==> src/rtl/spi_pkg.sv <==
// Shared definitions for the SPI target-side controller.
package spi_pkg;

    localparam int DATA_W_DEF = 8;

    // Encodings line up with the master-side FSM: its TRANSFER slot is SHIFT here.
    typedef enum logic [1:0] {
        ST_IDLE  = 2'b00,
        ST_LOAD  = 2'b01,
        ST_SHIFT = 2'b10,
        ST_DONE  = 2'b11
    } spi_state_e;

    // CPHA=0 samples on the leading edge, CPHA=1 on the trailing edge.
    function automatic logic sample_edge_sel(input logic cpha, input logic lead, input logic trail);
        return cpha ? trail : lead;
    endfunction

    // The shift edge is always the one not used for sampling.
    function automatic logic shift_edge_sel(input logic cpha, input logic lead, input logic trail);
        return cpha ? lead : trail;
    endfunction

endpackage

==> src/rtl/spi_slave_sync.sv <==
// Two-flop synchronizer for an asynchronous pin, with optional edge pulses
// derived from one extra history flop.
module spi_slave_sync #(
    parameter logic RST_VAL = 1'b0,
    parameter bit   EDGES   = 1'b0
) (
    input  logic i_clk,
    input  logic i_rst_n,
    input  logic i_async,
    output logic o_sync,
    output logic o_rise,
    output logic o_fall
);

    logic meta_d, meta_q;
    logic sync_d, sync_q;

    // Next values for the synchronizer chain.
    always_comb begin
        meta_d = i_async;
        sync_d = meta_q;
    end

    // Synchronizer chain; resets to the pin's inactive level.
    always_ff @(posedge i_clk or negedge i_rst_n) begin
        if (!i_rst_n) begin
            meta_q <= RST_VAL;
            sync_q <= RST_VAL;
        end else begin
            meta_q <= meta_d;
            sync_q <= sync_d;
        end
    end

    assign o_sync = sync_q;

    generate
        if (EDGES) begin : g_edge
            logic prev_d, prev_q;

            // History value for edge detection.
            always_comb begin
                prev_d = sync_q;
            end

            // History flop; edge pulses are combinational from it.
            always_ff @(posedge i_clk or negedge i_rst_n) begin
                if (!i_rst_n) begin
                    prev_q <= RST_VAL;
                end else begin
                    prev_q <= prev_d;
                end
            end

            assign o_rise = sync_q & ~prev_q;
            assign o_fall = ~sync_q & prev_q;
        end else begin : g_no_edge
            assign o_rise = 1'b0;
            assign o_fall = 1'b0;
        end
    endgenerate

endmodule

==> src/rtl/spi_slave_ctrl.sv <==
// SPI target-side controller: oversamples the SPI pins, shifts one frame per
// transfer, pops TX words from an FWFT FIFO and pushes RX words to a FIFO.
//
//   state | meaning
//   IDLE  | CS inactive, all SCLK edges ignored
//   LOAD  | one cycle: latch TX head (or all ones on underrun), clear bit count
//   SHIFT | sample/shift on SCLK edges until DATA_W bits sampled
//   DONE  | one cycle: push RX word (or flag overrun), reload if CS still active
module spi_slave_ctrl
    import spi_pkg::*;
#(
    parameter int DATA_W = DATA_W_DEF
) (
    input  logic              i_clk,
    input  logic              i_rst_n,
    input  logic              i_cpol,
    input  logic              i_cpha,
    input  logic              i_lsb_first,
    input  logic              i_sclk,
    input  logic              i_cs_n,
    input  logic              i_mosi,
    output logic              o_miso,
    output logic              o_miso_oe,
    input  logic [DATA_W-1:0] i_tx_data,
    input  logic              i_tx_empty,
    output logic              o_tx_rd,
    output logic [DATA_W-1:0] o_rx_data,
    output logic              o_rx_wr,
    input  logic              i_rx_full,
    output logic              o_tx_underrun,
    output logic              o_rx_overrun,
    output logic              o_frame_abort,
    output logic [1:0]        o_state,
    output logic              o_busy
);

    localparam int              CNT_W    = $clog2(DATA_W + 1);
    localparam logic [CNT_W-1:0] CNT_LAST = CNT_W'(DATA_W);

    logic sclk_lvl_unused;
    logic sclk_rise, sclk_fall;
    logic cs_n_s, cs_rise_unused, cs_fall_unused;
    logic mosi_s, mosi_rise_unused, mosi_fall_unused;

    spi_slave_sync #(.RST_VAL(1'b0), .EDGES(1'b1)) u_sync_sclk (
        .i_clk   (i_clk),
        .i_rst_n (i_rst_n),
        .i_async (i_sclk),
        .o_sync  (sclk_lvl_unused),
        .o_rise  (sclk_rise),
        .o_fall  (sclk_fall)
    );

    spi_slave_sync #(.RST_VAL(1'b1), .EDGES(1'b0)) u_sync_cs (
        .i_clk   (i_clk),
        .i_rst_n (i_rst_n),
        .i_async (i_cs_n),
        .o_sync  (cs_n_s),
        .o_rise  (cs_rise_unused),
        .o_fall  (cs_fall_unused)
    );

    spi_slave_sync #(.RST_VAL(1'b0), .EDGES(1'b0)) u_sync_mosi (
        .i_clk   (i_clk),
        .i_rst_n (i_rst_n),
        .i_async (i_mosi),
        .o_sync  (mosi_s),
        .o_rise  (mosi_rise_unused),
        .o_fall  (mosi_fall_unused)
    );

    logic cs_act;
    logic lead_edge, trail_edge;
    logic sample_edge, shift_edge;

    assign cs_act      = ~cs_n_s;
    assign lead_edge   = i_cpol ? sclk_fall : sclk_rise;
    assign trail_edge  = i_cpol ? sclk_rise : sclk_fall;
    assign sample_edge = sample_edge_sel(i_cpha, lead_edge, trail_edge);
    assign shift_edge  = shift_edge_sel(i_cpha, lead_edge, trail_edge);

    spi_state_e        state_d, state_q;
    logic [DATA_W-1:0] shift_reg_d, shift_reg_q;
    logic [DATA_W-1:0] rx_reg_d, rx_reg_q;
    logic [CNT_W-1:0]  bit_cnt_d, bit_cnt_q;
    logic [DATA_W-1:0] rx_data_d, rx_data_q;
    logic              rx_wr_d, rx_wr_q;
    logic              rx_overrun_d, rx_overrun_q;
    logic              frame_abort_d, frame_abort_q;
    logic              tx_rd, tx_underrun;

    // Next-state, datapath and strobe decode.
    always_comb begin
        state_d       = state_q;
        shift_reg_d   = shift_reg_q;
        rx_reg_d      = rx_reg_q;
        bit_cnt_d     = bit_cnt_q;
        rx_data_d     = rx_data_q;
        rx_wr_d       = 1'b0;
        rx_overrun_d  = 1'b0;
        frame_abort_d = 1'b0;
        tx_rd         = 1'b0;
        tx_underrun   = 1'b0;

        case (state_q)
            ST_IDLE: begin
                if (cs_act) begin
                    state_d = ST_LOAD;
                end
            end

            ST_LOAD: begin
                if (!i_tx_empty) begin
                    shift_reg_d = i_tx_data;
                    tx_rd       = 1'b1;
                end else begin
                    shift_reg_d = '1;
                    tx_underrun = 1'b1;
                end
                bit_cnt_d = '0;
                state_d   = ST_SHIFT;
            end

            ST_SHIFT: begin
                // CS release wins over any SCLK edge seen in the same cycle.
                if (!cs_act) begin
                    state_d       = ST_IDLE;
                    frame_abort_d = (bit_cnt_q != '0);
                end else if (sample_edge) begin
                    if (i_lsb_first) begin
                        rx_reg_d = {mosi_s, rx_reg_q[DATA_W-1:1]};
                    end else begin
                        rx_reg_d = {rx_reg_q[DATA_W-2:0], mosi_s};
                    end
                    bit_cnt_d = bit_cnt_q + CNT_W'(1);
                    if (bit_cnt_d == CNT_LAST) begin
                        state_d = ST_DONE;
                    end
                end else if (shift_edge && (bit_cnt_q != '0)) begin
                    // Bit 0 is already on MISO from LOAD, so the first shift
                    // edge of a frame is skipped in every mode.
                    if (i_lsb_first) begin
                        shift_reg_d = {1'b0, shift_reg_q[DATA_W-1:1]};
                    end else begin
                        shift_reg_d = {shift_reg_q[DATA_W-2:0], 1'b0};
                    end
                end
            end

            ST_DONE: begin
                if (!i_rx_full) begin
                    rx_data_d = rx_reg_q;
                    rx_wr_d   = 1'b1;
                end else begin
                    rx_overrun_d = 1'b1;
                end
                state_d = cs_act ? ST_LOAD : ST_IDLE;
            end

            default: begin
                state_d = ST_IDLE;
            end
        endcase
    end

    // State and datapath registers.
    always_ff @(posedge i_clk or negedge i_rst_n) begin
        if (!i_rst_n) begin
            state_q       <= ST_IDLE;
            shift_reg_q   <= '0;
            rx_reg_q      <= '0;
            bit_cnt_q     <= '0;
            rx_data_q     <= '0;
            rx_wr_q       <= 1'b0;
            rx_overrun_q  <= 1'b0;
            frame_abort_q <= 1'b0;
        end else begin
            state_q       <= state_d;
            shift_reg_q   <= shift_reg_d;
            rx_reg_q      <= rx_reg_d;
            bit_cnt_q     <= bit_cnt_d;
            rx_data_q     <= rx_data_d;
            rx_wr_q       <= rx_wr_d;
            rx_overrun_q  <= rx_overrun_d;
            frame_abort_q <= frame_abort_d;
        end
    end

    // TX pop is issued while LOAD latches the FWFT head, so the FIFO advances
    // on the same edge the word is captured.
    assign o_tx_rd       = tx_rd;
    assign o_tx_underrun = tx_underrun;

    assign o_miso        = i_lsb_first ? shift_reg_q[0] : shift_reg_q[DATA_W-1];
    assign o_miso_oe     = cs_act;
    assign o_rx_data     = rx_data_q;
    assign o_rx_wr       = rx_wr_q;
    assign o_rx_overrun  = rx_overrun_q;
    assign o_frame_abort = frame_abort_q;
    assign o_state       = state_q;
    assign o_busy        = (state_q != ST_IDLE);

endmodule

==> config.mk <==
export PLATFORM = sky130hd
export DESIGN_NAME = spi_slave_ctrl
export DESIGN_NICKNAME = d
export VERILOG_FILES = /design/src/rtl/spi_pkg.sv /design/src/rtl/spi_slave_sync.sv /design/src/rtl/spi_slave_ctrl.sv
export SDC_FILE = /design/constraint.sdc
export NUM_CORES = 1
export LEC_CHECK = 0
export BUFFER_PORTS_ARGS = -buffer_cell sky130_fd_sc_hd__clkbuf_2
export CAP_MARGIN = 25
export CORE_UTILIZATION = 50
export DETAILED_ROUTE_END_ITERATION = 10
export GPL_ROUTABILITY_DRIVEN = 0
export HOLD_SLACK_MARGIN = 0.1
export PLACE_DENSITY = 0.8
export SYNTH_ARGS = -nofsm -noshare
export SYNTH_HDL_FRONTEND = slang
export SYNTH_SLANG_ARGS = --single-unit
==> constraint.sdc <==
create_clock -name i_clk -period 1.66 [get_ports i_clk]
set_input_delay 0.249 -clock i_clk [delete_from_list [all_inputs] [get_ports i_clk]]
set_output_delay 0.249 -clock i_clk [all_outputs]
set_load 0.02 [all_outputs]
; After elaboration in Yosys (flattened, before gate mapping)
; Index checks and enable logic that the tools add are counted.
[classes]
n_addsub = 1
n_eq_ne = 11
mux = 31
bitwise_logic = 6
reduce_logical = 10
[op_table]
columns = cell, n
row1 = 8-bit 2-to-1 mux, 6
row2 = 1-bit 2-to-1 mux, 16
row3 = 8-bit one-hot mux with 2 select lines, 1
row4 = "2-bit inequality test, second input constant", 5
row5 = 3-bit AND reduction, 3
row6 = 2-bit 2-to-1 mux, 4
row7 = 4-bit 2-to-1 mux, 2
row8 = 2-bit one-hot mux with 4 select lines, 1
row9 = 4-bit one-hot mux with 2 select lines, 1
row10 = "3-bit by 2-bit inequality test with 1-bit output, second input constant", 2
row11 = "4-bit by 1-bit adder with 4-bit output, second input constant", 1
row12 = "2-bit == test, second input constant", 2
row13 = "4-bit == test, second input constant", 1
row14 = 1-bit inverter, 4
row15 = 4-bit AND reduction, 1
row16 = 2-bit nonzero test, 2
row17 = 4-bit nonzero test, 1
row18 = 1-bit AND, 2
row19 = "2-bit by 1-bit == test with 1-bit output, second input constant", 1
row20 = 2-bit zero test, 1
row21 = 2-bit AND reduction, 1
row22 = 1-bit logical AND, 1
[word_totals]
register_bits = 40
inputBits = 18
out_inout_bits = 18
elab_cells = 74

; Logic depth before layout (Yosys ltp)
[logic_depth]
ltp_word = 9
depth_mapped = 6
ltp_nobuf = 6

; Cells and area by module
; From an unflattened synthesis, not the netlist that was laid out.
[hier_totals]
hier_cells = 180
hier_area_um2 = 1923.1
[by_module_without_submodules]
columns = mod, instances, cells_per_inst, area_each_um2, seq_area_each_um2
row1 = spi_slave_ctrl, 1, 165, 1692.9, 825.8
row2 = spi_slave_sync at u_sync_sclk, 1, 5, 90.1, 75.1
row3 = spi_slave_sync at u_sync_cs, 1, 5, 71.3, 52.6
row4 = spi_slave_sync at u_sync_mosi, 1, 5, 68.8, 50.0

; Least setup slack after synthesis
; Ideal clock, no wire load.
[synth_timing]
path_type = register -> register
from = register state_q[0], in the netlist o_state[0]
to = register shift_reg_q[0]
setup_ns = 0.125
arrival_ns = 1.848
path_slack_ns = -0.313
path_stages_with_launch = 7
path_buffers = 0
synth_period_minus_slack_ns = 1.973
cell_sequence = dfrtp_1 > inv_1 > ha_1 > nand2b_1 > a21oi_1 > a21oi_2 > mux2_2
[synth_via]
elab_chain_cells = 3
elab_cells_between_ends = 8
[synth_rtl]
columns = element, line
row1 = "start, declared", spi_slave_ctrl.sv:82  ; spi_state_e state_d, state_q;
row2 = "start signal, assigned", spi_slave_ctrl.sv:178  ; state_q <= state_d;
row3 = 2-bit == test or 2-bit by 1-bit == test with 1-bit output (tied branches), spi_slave_ctrl.sv:105  ; case (state_q)
row4 = 2-bit inequality test (no source line) or 2-bit nonzero test (tied branches), -
row5 = 4-bit AND reduction (no source line), -
row6 = "end signal, assigned", spi_slave_ctrl.sv:179  ; shift_reg_q <= shift_reg_d;
row7 = "end, declared", spi_slave_ctrl.sv:83  ; logic [DATA_W-1:0] shift_reg_d, shift_reg_q;
; Several ways; a longest one is shown, not always the timed one.
; A chain may end at the register's enable or synchronous reset.

; Worst setup path in the final report
[layout_timing]
from = register state_q[0], in the netlist o_state[0]
to = register shift_reg_q[6]
; Same word-level chain as after synthesis.

==> metrics.txt <==
Clock Sinks 40; Die Y 65.42 um; Synth cell types 33; final WL 3654 um; synthesized flop and latch total 40; Post-Syn Area per Cell 11.97 sq um; max-slew violations 0; complex-gate fraction of the synthesized area 6.970%; startpoint types flip-flop; Site Rows 22; average wire per standard cell 13.74 um; CP Class flip-flop to flip-flop; Ys Warns 0; PortBufs 35; First DRT Iteration DRCs 42; Setup-failing EPs final 0; post-DR vias/cell 5.286; Worst Hold Launch i_rx_full; sequential cell area fraction in the yosys report 49.91%; Syn Inst Count 168; H-tree depth 2; P&R area growth vs syn 24.58%; Final Hold Fails 0; CP cell instances inv_2, ha_4, nand2b_4, a21oi_1, a21oi_2, buf_4, mux2_2; commonest cells in the netlist 38 x dfrtp_1, 34 x mux2_2, 9 x a21oi_1; Clk pin slew, worst setup/hold paths 0.07 ns; die area 0.004279 sq mm; Hold Crit Class input port to flip-flop; RSZ-0062 raised after global routing yes; Min Hold Slack 0.1930 ns; Max-slew headroom 67.28%; CTS tree yes; clock buffer depth 2; Post-Synth Adder-Cell Area 3.734%; main combinational cell family by area after synthesis multiplexers; DRT Pass-1 Iters 4; DR DRC count 0; setup tns final 0 ns; number of synthesized flops with an enable pin 0; Tot Pwr 3671 uW; cell at the slowest stage of the critical path dfrtp_2; Hold Path Cell Cnt 2; Min Clock Period, post-route 1.602 ns; IO Count 36; Crit. End Element flip-flop; Critical R2R Capture shift_reg_q[6]$_DFFE_PN0P_; xor/xnor share of the synthesized area 1.680%; Clock Latency Late Sink 0.29 ns; pin count of the biggest net entering global routing 23; Simple-Gate Fraction of Synth Area 11.39%; filler instances 286; outcome finished clean; Post-synth ARST share 100.0%; period utilization 96.49%; Root Driver clkbuf_8; Worst Path Buf+Inv 2; Inserted Diodes 0; Num CTS Buffers 5; CORE AREA 0.003771 sq mm; Worst Clk Skew 0.002915 ns; mux cell area share after synthesis 23.58%; first-pass GRT wire length 6216 um; DR vias 1406; Slew @ Worst Pin 0.4908 ns; starting density of the core 53.32%; reg2reg path depth 7; Non-Filler Instances 266; fin nets 241; Crit Path Max Fanout 8; Fmax achieved 0.6243 GHz; MaxCap Viol Count 0; Synth Cell Area 0.002011 sq mm; leakage power 0.001220 uW; layout cells sized above 1 45.87%; number of global-route vias before repair 1342; launch point of the worst reg-to-reg path o_state[0]$_DFFE_PN0P_; P per Cell Area 1466 mW/mm^2; aggregate global routing overflow 0; HPWL after DPL 2600 um; Most used DFF post-synth dfrtp_1; Worst EP arrival 1.78 ns; share of the synthesized area in the top cell type 47.29%; Synth area leader dfrtp_1; top-count cell post-synth dfrtp_1; Crit path required time 1.84 ns; Worst R2R Setup Slack 0.06 ns; CP max stage delay 0.44 ns; family with the most delay on the worst path flip-flops; post-synth net total 192; worst hold endpoint o_rx_overrun$_DFF_PN0_; worst vdd ir 1173 uV; Die X 65.42 um; synth top area cells dfrtp_1 47%, mux2_2 19%, mux2i_1 4.0%; ANT nets after route 0; gr usage total 19.35%; initial antenna violation count 0; placed insts 252
==> cell type report <==
cell class	instances	area [sq um]	area share [%]
clock buffer	7	96.34	3.846
clock inverter	1	30.03	1.199
sequential	40	1006	40.16
inverter	8	30.03	1.199
tap	48	60.06	2.398
timing repair buffer	48	295.3	11.79
multi-input combinational	114	987.2	39.41
==> where the power goes <==
| part | total [uW] | internal [uW] | switching (uW) |
|---|---|---|---|
| Combinational | 1440 | 696 | 739 |
| Sequential | 1380 | 1210 | 177 |
| Clock | 853 | 530 | 323 |
==> what timing repair did <==
action                                  in CTS  in global routing
endpoints found under the hold margin       21                  0
resized for setup                            0                  5
endpoints found under the setup margin       0                 17
buffers inserted                             0                  2
hold buffers                                 4                  0
==> per-layer routing <==
metal | track usage [%] | vias to the layer above | part of all wire [%]
li1 | - | 691 | -
met1 | 25.71 | 673 | 48
met2 | 30.80 | 35 | 47
met3 | 4.688 | 7 | 3.9
met4 | 6.793 | 0 | 1.5
met5 | 0 | - | 0
==> how the worst max path moves through the flow <==
stage,start,to,slack [ns],cells past startpoint
floorplan,o_state[1]$_DFFE_PN0P_,shift_reg_q[0]$_DFFE_PN0P_,-0.007,5
global placement,i_cpol,rx_reg_q[4]$_DFFE_PN0P_,0.04,5
detailed placement,i_cpol,rx_reg_q[1]$_DFFE_PN0P_,0.03,5
CTS,o_state[0]$_DFFE_PN0P_,shift_reg_q[6]$_DFFE_PN0P_,0.04,7
global route,u_sync_sclk.o_sync$_DFF_PN0_,rx_reg_q[5]$_DFFE_PN0P_,-0.01,4
finish,o_state[0]$_DFFE_PN0P_,shift_reg_q[6]$_DFFE_PN0P_,0.06,7
==> cells in the final DEF (no fill, tap or decap), drive strengths merged, types with 2 or more instances in the layout <==
cell,synthesis,layout
nand2,7,7
buf,2,10
and2,2,2
dfrtp,38,38
a21oi,10,10
nor2b,2,2
inv,8,8
clkbuf,4,41
nand2b,6,6
dlygate4sd3,0,4
o211ai,3,3
nand3,4,4
xnor2,2,2
mux2,35,35
o22ai,2,2
nor3,6,6
mux2i,8,8
dfstp,2,2
or4,2,2
ha,6,6
nor3b,2,2
o21ai,4,4
nor2,6,6
==> registers in the layout (all words and copies together) (netlist names), 2 cells and up <==
signal       cells
shift_reg_q      8
o_state          2
rx_reg_q         8
o_rx_data        8
bit_cnt_q        4
==> stage by stage <==
step / cell area, sq um / setup WS (ns) / util (%)
finish: 2505 / 0.05828 / 66.42
global route: 2505 / -0.01294 / 66.42
floorplan: 2033 / -0.007444 / -
global placement: 2308 / 0.04386 / 61.21
detailed placement: 2308 / 0.03393 / 61.21
CTS: 2475 / 0.03739 / 65.63
==> logic make-up after synthesis <==
family          Yosys count
mux                      43
flops                    40
simple gates             39
compound gates           23
buf+inv                  14
fa+ha+maj                 6
xor+xnor                  3
==> worst reg2reg max path: cells and delay by family, from the launching register on <==
kind,cells,cell delay [ns]
buffers and inverters,2,0.28
AOI/OAI and AO/OA,2,0.22
DFF,1,0.44
adders and majority gates,1,0.19
muxes,1,0.28
and+or+nand+nor,1,0.09
(Power assumes the default switching activity.)
